<file path="src/rtl/serial_byte_collector_pkg.sv">
// Shared constants for the serial byte collector and its downstream parallel register.
// cw_of() sizes the bit counter for a given word width.
package serial_byte_collector_pkg;

  localparam int DEFAULT_WIDTH = 8;

  function automatic int cw_of(input int width);
    return (width > 1) ? $clog2(width) : 1;
  endfunction

endpackage

</file>
<file path="src/rtl/serial_byte_collector_if.sv">
// Serial-in / word-out bundle between the bit source, the collector and the word consumer.
interface serial_byte_collector_if #(
  parameter int WIDTH = serial_byte_collector_pkg::DEFAULT_WIDTH,
  parameter int CW    = serial_byte_collector_pkg::cw_of(WIDTH)
);

  logic             serial_in;
  logic             bit_valid;
  logic             clear;
  logic             byte_ack;
  logic [WIDTH-1:0] byte_out;
  logic             byte_ready;
  logic             overrun;
  logic [CW-1:0]    bit_count;

  modport master (
    output serial_in, bit_valid, clear, byte_ack,
    input  byte_out, byte_ready, overrun, bit_count
  );

  modport slave (
    input  serial_in, bit_valid, clear, byte_ack,
    output byte_out, byte_ready, overrun, bit_count
  );

endinterface

</file>
<file path="src/rtl/serial_byte_collector_bit_counter.sv">
// Mod-WIDTH bit counter with increment, synchronous clear and terminal-count flag.
module bit_counter
  import serial_byte_collector_pkg::*;
#(
  parameter int WIDTH = DEFAULT_WIDTH,
  localparam int CW   = cw_of(WIDTH)
) (
  input  logic          clk,
  input  logic          rst,
  input  logic          inc,
  input  logic          clr,
  output logic [CW-1:0] count,
  output logic          tc
);

  localparam logic [CW-1:0] LAST = CW'(WIDTH - 1);

  logic [CW-1:0] count_reg;

  always_ff @(posedge clk) begin
    if (rst || clr) begin
      count_reg <= '0;
    end else if (inc) begin
      count_reg <= (count_reg == LAST) ? '0 : count_reg + 1'b1;
    end
  end

  assign count = count_reg;
  assign tc    = (count_reg == LAST);

endmodule

</file>
<file path="src/rtl/serial_byte_collector.sv">
// Assembles a qualified serial bit stream into WIDTH-bit words with a ready/ack handshake
// and a sticky overrun flag for words overwritten before being acknowledged.
module serial_byte_collector
  import serial_byte_collector_pkg::*;
#(
  parameter int WIDTH     = DEFAULT_WIDTH,
  parameter bit MSB_FIRST = 1'b1,
  localparam int CW       = cw_of(WIDTH)
) (
  input logic                    clk,
  input logic                    rst,
  serial_byte_collector_if.slave bus
);

  logic [WIDTH-1:0] shreg_reg;
  logic [WIDTH-1:0] shreg_next;
  logic [WIDTH-1:0] byte_out_reg;
  logic             byte_ready_reg;
  logic             overrun_reg;
  logic [CW-1:0]    count;
  logic             tc;
  logic             shift;
  logic             complete;

  // A bit arriving together with clear is dropped, so clear also gates the shift.
  assign shift    = bus.bit_valid && !bus.clear;
  assign complete = shift && tc;

  if (MSB_FIRST) begin : g_msb_first
    assign shreg_next = {shreg_reg[WIDTH-2:0], bus.serial_in};
  end else begin : g_lsb_first
    assign shreg_next = {bus.serial_in, shreg_reg[WIDTH-1:1]};
  end

  bit_counter #(.WIDTH(WIDTH)) u_bit_counter (
    .clk   (clk),
    .rst   (rst),
    .inc   (shift),
    .clr   (bus.clear),
    .count (count),
    .tc    (tc)
  );

  always_ff @(posedge clk) begin
    if (rst) begin
      shreg_reg      <= '0;
      byte_out_reg   <= '0;
      byte_ready_reg <= 1'b0;
      overrun_reg    <= 1'b0;
    end else if (bus.clear) begin
      shreg_reg      <= '0;
      byte_ready_reg <= 1'b0;
      overrun_reg    <= 1'b0;
    end else begin
      if (shift) begin
        shreg_reg <= shreg_next;
      end
      if (complete) begin
        byte_out_reg   <= shreg_next;
        byte_ready_reg <= 1'b1;
        // An ack landing in the completion cycle consumed the old word, so no loss.
        if (byte_ready_reg && !bus.byte_ack) begin
          overrun_reg <= 1'b1;
        end
      end else if (bus.byte_ack) begin
        byte_ready_reg <= 1'b0;
      end
    end
  end

  assign bus.byte_out   = byte_out_reg;
  assign bus.byte_ready = byte_ready_reg;
  assign bus.overrun    = overrun_reg;
  assign bus.bit_count  = count;

endmodule

</file>
<file path="src/flat_wrapper.sv">
// flat-port wrapper written by rule: the top's interface ports become plain ports
module serial_byte_collector_flat import serial_byte_collector_pkg::*;
#(
  parameter int WIDTH     = DEFAULT_WIDTH,
  parameter bit MSB_FIRST = 1'b1,
  localparam int CW       = cw_of(WIDTH)
)
  (clk, rst, bus_serial_in, bus_bit_valid, bus_clear, bus_byte_ack, bus_byte_out, bus_byte_ready, bus_overrun, bus_bit_count);
  serial_byte_collector_if #(.WIDTH(WIDTH)) bus_i ();
  input logic clk;
  input logic rst;
  input wire logic [$bits(bus_i.serial_in)-1:0] bus_serial_in;
  input wire logic [$bits(bus_i.bit_valid)-1:0] bus_bit_valid;
  input wire logic [$bits(bus_i.clear)-1:0] bus_clear;
  input wire logic [$bits(bus_i.byte_ack)-1:0] bus_byte_ack;
  output wire logic [$bits(bus_i.byte_out)-1:0] bus_byte_out;
  output wire logic [$bits(bus_i.byte_ready)-1:0] bus_byte_ready;
  output wire logic [$bits(bus_i.overrun)-1:0] bus_overrun;
  output wire logic [$bits(bus_i.bit_count)-1:0] bus_bit_count;
  assign bus_i.serial_in = bus_serial_in;
  assign bus_i.bit_valid = bus_bit_valid;
  assign bus_i.clear = bus_clear;
  assign bus_i.byte_ack = bus_byte_ack;
  assign bus_byte_out = bus_i.byte_out;
  assign bus_byte_ready = bus_i.byte_ready;
  assign bus_overrun = bus_i.overrun;
  assign bus_bit_count = bus_i.bit_count;
  serial_byte_collector #(.WIDTH(WIDTH), .MSB_FIRST(MSB_FIRST)) u_core (.clk(clk), .rst(rst), .bus(bus_i));
endmodule
</file>
<file path="config.mk">
export PLATFORM = sky130hd
export DESIGN_NAME = serial_byte_collector_flat
export DESIGN_NICKNAME = d
export VERILOG_FILES = /design/src/rtl/serial_byte_collector_pkg.sv /design/src/rtl/serial_byte_collector_if.sv /design/src/rtl/serial_byte_collector_bit_counter.sv /design/src/rtl/serial_byte_collector.sv /design/src/flat_wrapper.sv
export SDC_FILE = /design/constraint.sdc
export NUM_CORES = 1
export LEC_CHECK = 0
export ABC_AREA = 0
export CAP_MARGIN = 25
export CELL_PAD_IN_SITES_DETAIL_PLACEMENT = 1
export CELL_PAD_IN_SITES_GLOBAL_PLACEMENT = 2
export CORE_MARGIN = 2
export CORE_UTILIZATION = 31
export CTS_CLUSTER_SIZE = 20
export DETAILED_ROUTE_END_ITERATION = 7
export GPL_ROUTABILITY_DRIVEN = 0
export PLACE_DENSITY_LB_ADDON = 0.2
export RECOVER_POWER = 50
export SLEW_MARGIN = 20
export SYNTH_ARGS = -nofsm -noshare
export SYNTH_HDL_FRONTEND = slang
export SYNTH_SLANG_ARGS = --single-unit
</file>
<file path="constraint.sdc">
create_clock -name clk -period 1.8 [get_ports clk]
set_clock_uncertainty 0.2 [all_clocks]
set_input_delay 0.27 -clock clk [delete_from_list [all_inputs] [get_ports clk]]
set_output_delay 0.27 -clock clk [all_outputs]
set_load 0.1 [all_outputs]
</file>
==> metrics.yaml <==
clocking:
  insertion_delay_ns: 0.30
  cts_buffers: 3
  cts.clk_slew.worst_paths_ns: 0.12
  cts_setup_buffers: 0
  cts_resized: 0
  clkSinkCount: 20
  cts_tree: "built"
  clock_path_buffers: 2
  root_buffer: "clkbuf_4"
  htreeDepth: 1
  cts_hold_buf: 0
status:
  status: "finished, final reports clean"
floorplanning:
  die_width_um: 57.4
  fp.dieH_um: 57.4
  die_area_sq_um: 3290
  ios: 19
  num_rows: 19
  start_util: 0.323
  fp.coreArea_sq_um: 2730
placement:
  hpwl_mm: 1.29
  placed_area_sq_um: 1250
  place.port_buffers: 18
  place_ws_ns: 0.0555
sta:
  fmax_ghz: 0.626
  setup_ws_ns: 0.203
  finalCritPeriodShare: 0.887
  finalHoldViolations: 0
  period_needed_ns: 1.60
  finalSetupViolations: 0
  tightest_slew_ns: 0.546
  final_max_slew_viol_count: 0
  rsz0062_at_grt: "no"
  tns_ns: 0
  slew_headroom: 0.637
global_route:
  grt_pass1_vias: 623
  grt_overflow_total: 0
  antenna_found_initial: 0
  grt_usage: 0.117
  grt_max_degree: 13
  grt_pass1_wl_mm: 2.94
min_path:
  hp-class: "reg -> reg"
logic_synthesis:
  syn_inst: 78
  syn_nets: 86
  syn-cell-area_sq_um: 883
  ys_warn_count: 0
  synth_area_leaders: "dfxtp_1, mux2i_1, nand2b_1"
  ys_ff_latch: 20
  seq_area_frac_synth: 0.453
  synth_cell_types: 14
  synth_top_cell_by_area: "dfxtp_1"
  synth_top_area_share: 0.453
  synth_area_per_cell_sq_um: 11.3
critical_path:
  cp_slowest_cell: "clkbuf_2"
  slowest_delay_ns: 0.45
  crit_buf_inv: 1
  cp_top_family: "buffers and inverters"
  crit_arrival_ns: 1.13
  cp-start-kind: "flip-flop"
  cp.required_ns: 1.33
  path_class: "reg -> out"
  endpoint_kind: "output pin"
  crit_fanout: 4
  path_cells: "clkbuf_2"
power_and_ir_drop:
  peakVddDrop_mv: 0.428
  p_leak_nw: 0.476
  p_per_area_nw_per_um2: 733
detailed_routing:
  dr_total_vias: 611
  detail-route-antenna-nets: 0
  drt_iter0_markers: 11
  drt_pass1_iterations: 3
  vias_per_cell: 4.66
  drc_errors: 0
  wl_mm: 1.65
  wire_per_inst_um: 12.6
finish:
  largest_reg_flops: 8
  final_nets: 109
  n_fill_cell: 297
  fin_util: 0.435
  antennaDiodeCount: 0
  syn2layout_area_growth_pct: 34.6
  fin_area_sq_um: 1190
  drive_above_1_share: 0.290
job:
  max_cap_viol_count: 0
metrics by stage:
step	instances	total power [mW]	hold slack [ns]
after detailed placement	127	0.525	0.270
after global routing	131	0.913	0.316
after floorplan	78	0.499	0.225
final	131	0.871	0.281
after CTS	131	0.895	0.293
after global placement	127	0.524	0.272
synth_stat cells:
cell type and number:
or2_4 1, buf_6 3, o31ai_2 1, a21oi_2 1, nand3b_4 1, nand2b_1 18
and3b_1 1, mux2i_1 17, ha_1 2, clkbuf_1 1, dfxtp_1 20, a21oi_1 1
nor2_2 9, or3b_1 2
path summary, 6_finish.rpt:
path	start	to	slack, ns	cells after the start
max	u_core.u_bit_counter.count[0]	bus_bit_count[0]	0.20	1
min reg2reg	u_core.bus.byte_out[0]	u_core.bus.byte_out[0]	0.28	2
min	u_core.bus.byte_out[0]	u_core.bus.byte_out[0]	0.28	2
max reg2reg	u_core.u_bit_counter.count[0]	u_core.bus.byte_out[0]	0.21	5
routing by layer:
layer | wire [um] | part of all wire | GRT usage
met5 | 0 | 0 | 0
met1 | 753 | 0.46 | 0.150
met2 | 824 | 0.50 | 0.187
met3 | 56 | 0.034 | 0.0227
met4 | 17 | 0.010 | 0.0598
cells in the final DEF (no fill, tap or decap):
cell	n
nand2b_1	18
dfxtp_1	18
mux2i_1	17
buf_12	8
nor2_1	6
clkbuf_2	6
clkdlybuf4s50_1	4
nor2_2	3
clkbuf_4	3
buf_4	3
or3b_1	2
a21oi_1	2
ha_1	2
dfxtp_4	2
and3b_1	1
or2_4	1
nand3b_4	1
o31ai_2	1
bufinv_16	1
dlygate4sd3_1	1
worst register-to-register path: cells and delay by family (launching register included):
family        cells  cell delay, ns
fa+ha+maj         2            0.42
buf+inv           1            0.15
flops             1            0.37
mux               1            0.12
simple gates      1            0.23
cell type report:
cell class	instances	area, sq um	share of cell area
Timing Repair Buffer	22	263	0.221
Clock buffer	3	22.5	0.0189
Tap cell	31	38.8	0.0326
Clock inverter	1	30.0	0.0253
Multi-Input combinational cell	54	427	0.359
Sequential cell	20	408	0.343
cells by family after synthesis:
| group | share of synthesized area |
|---|---|
| fa+ha+maj | 0.0283 |
| buf+inv | 0.0425 |
| mux | 0.193 |
| simple gates | 0.254 |
| flops | 0.453 |
| compound gates | 0.0297 |
where the power goes:
part | switching (mW) | leakage, nW | internal, mW
clock network | 0.139 | 0.0279 | 0.225
registers | 0.00215 | 0.163 | 0.443
logic | 0.0317 | 0.285 | 0.0300
total | 0.173 | 0.476 | 0.698
No activity file was read; power rests on OpenSTA's default activity.
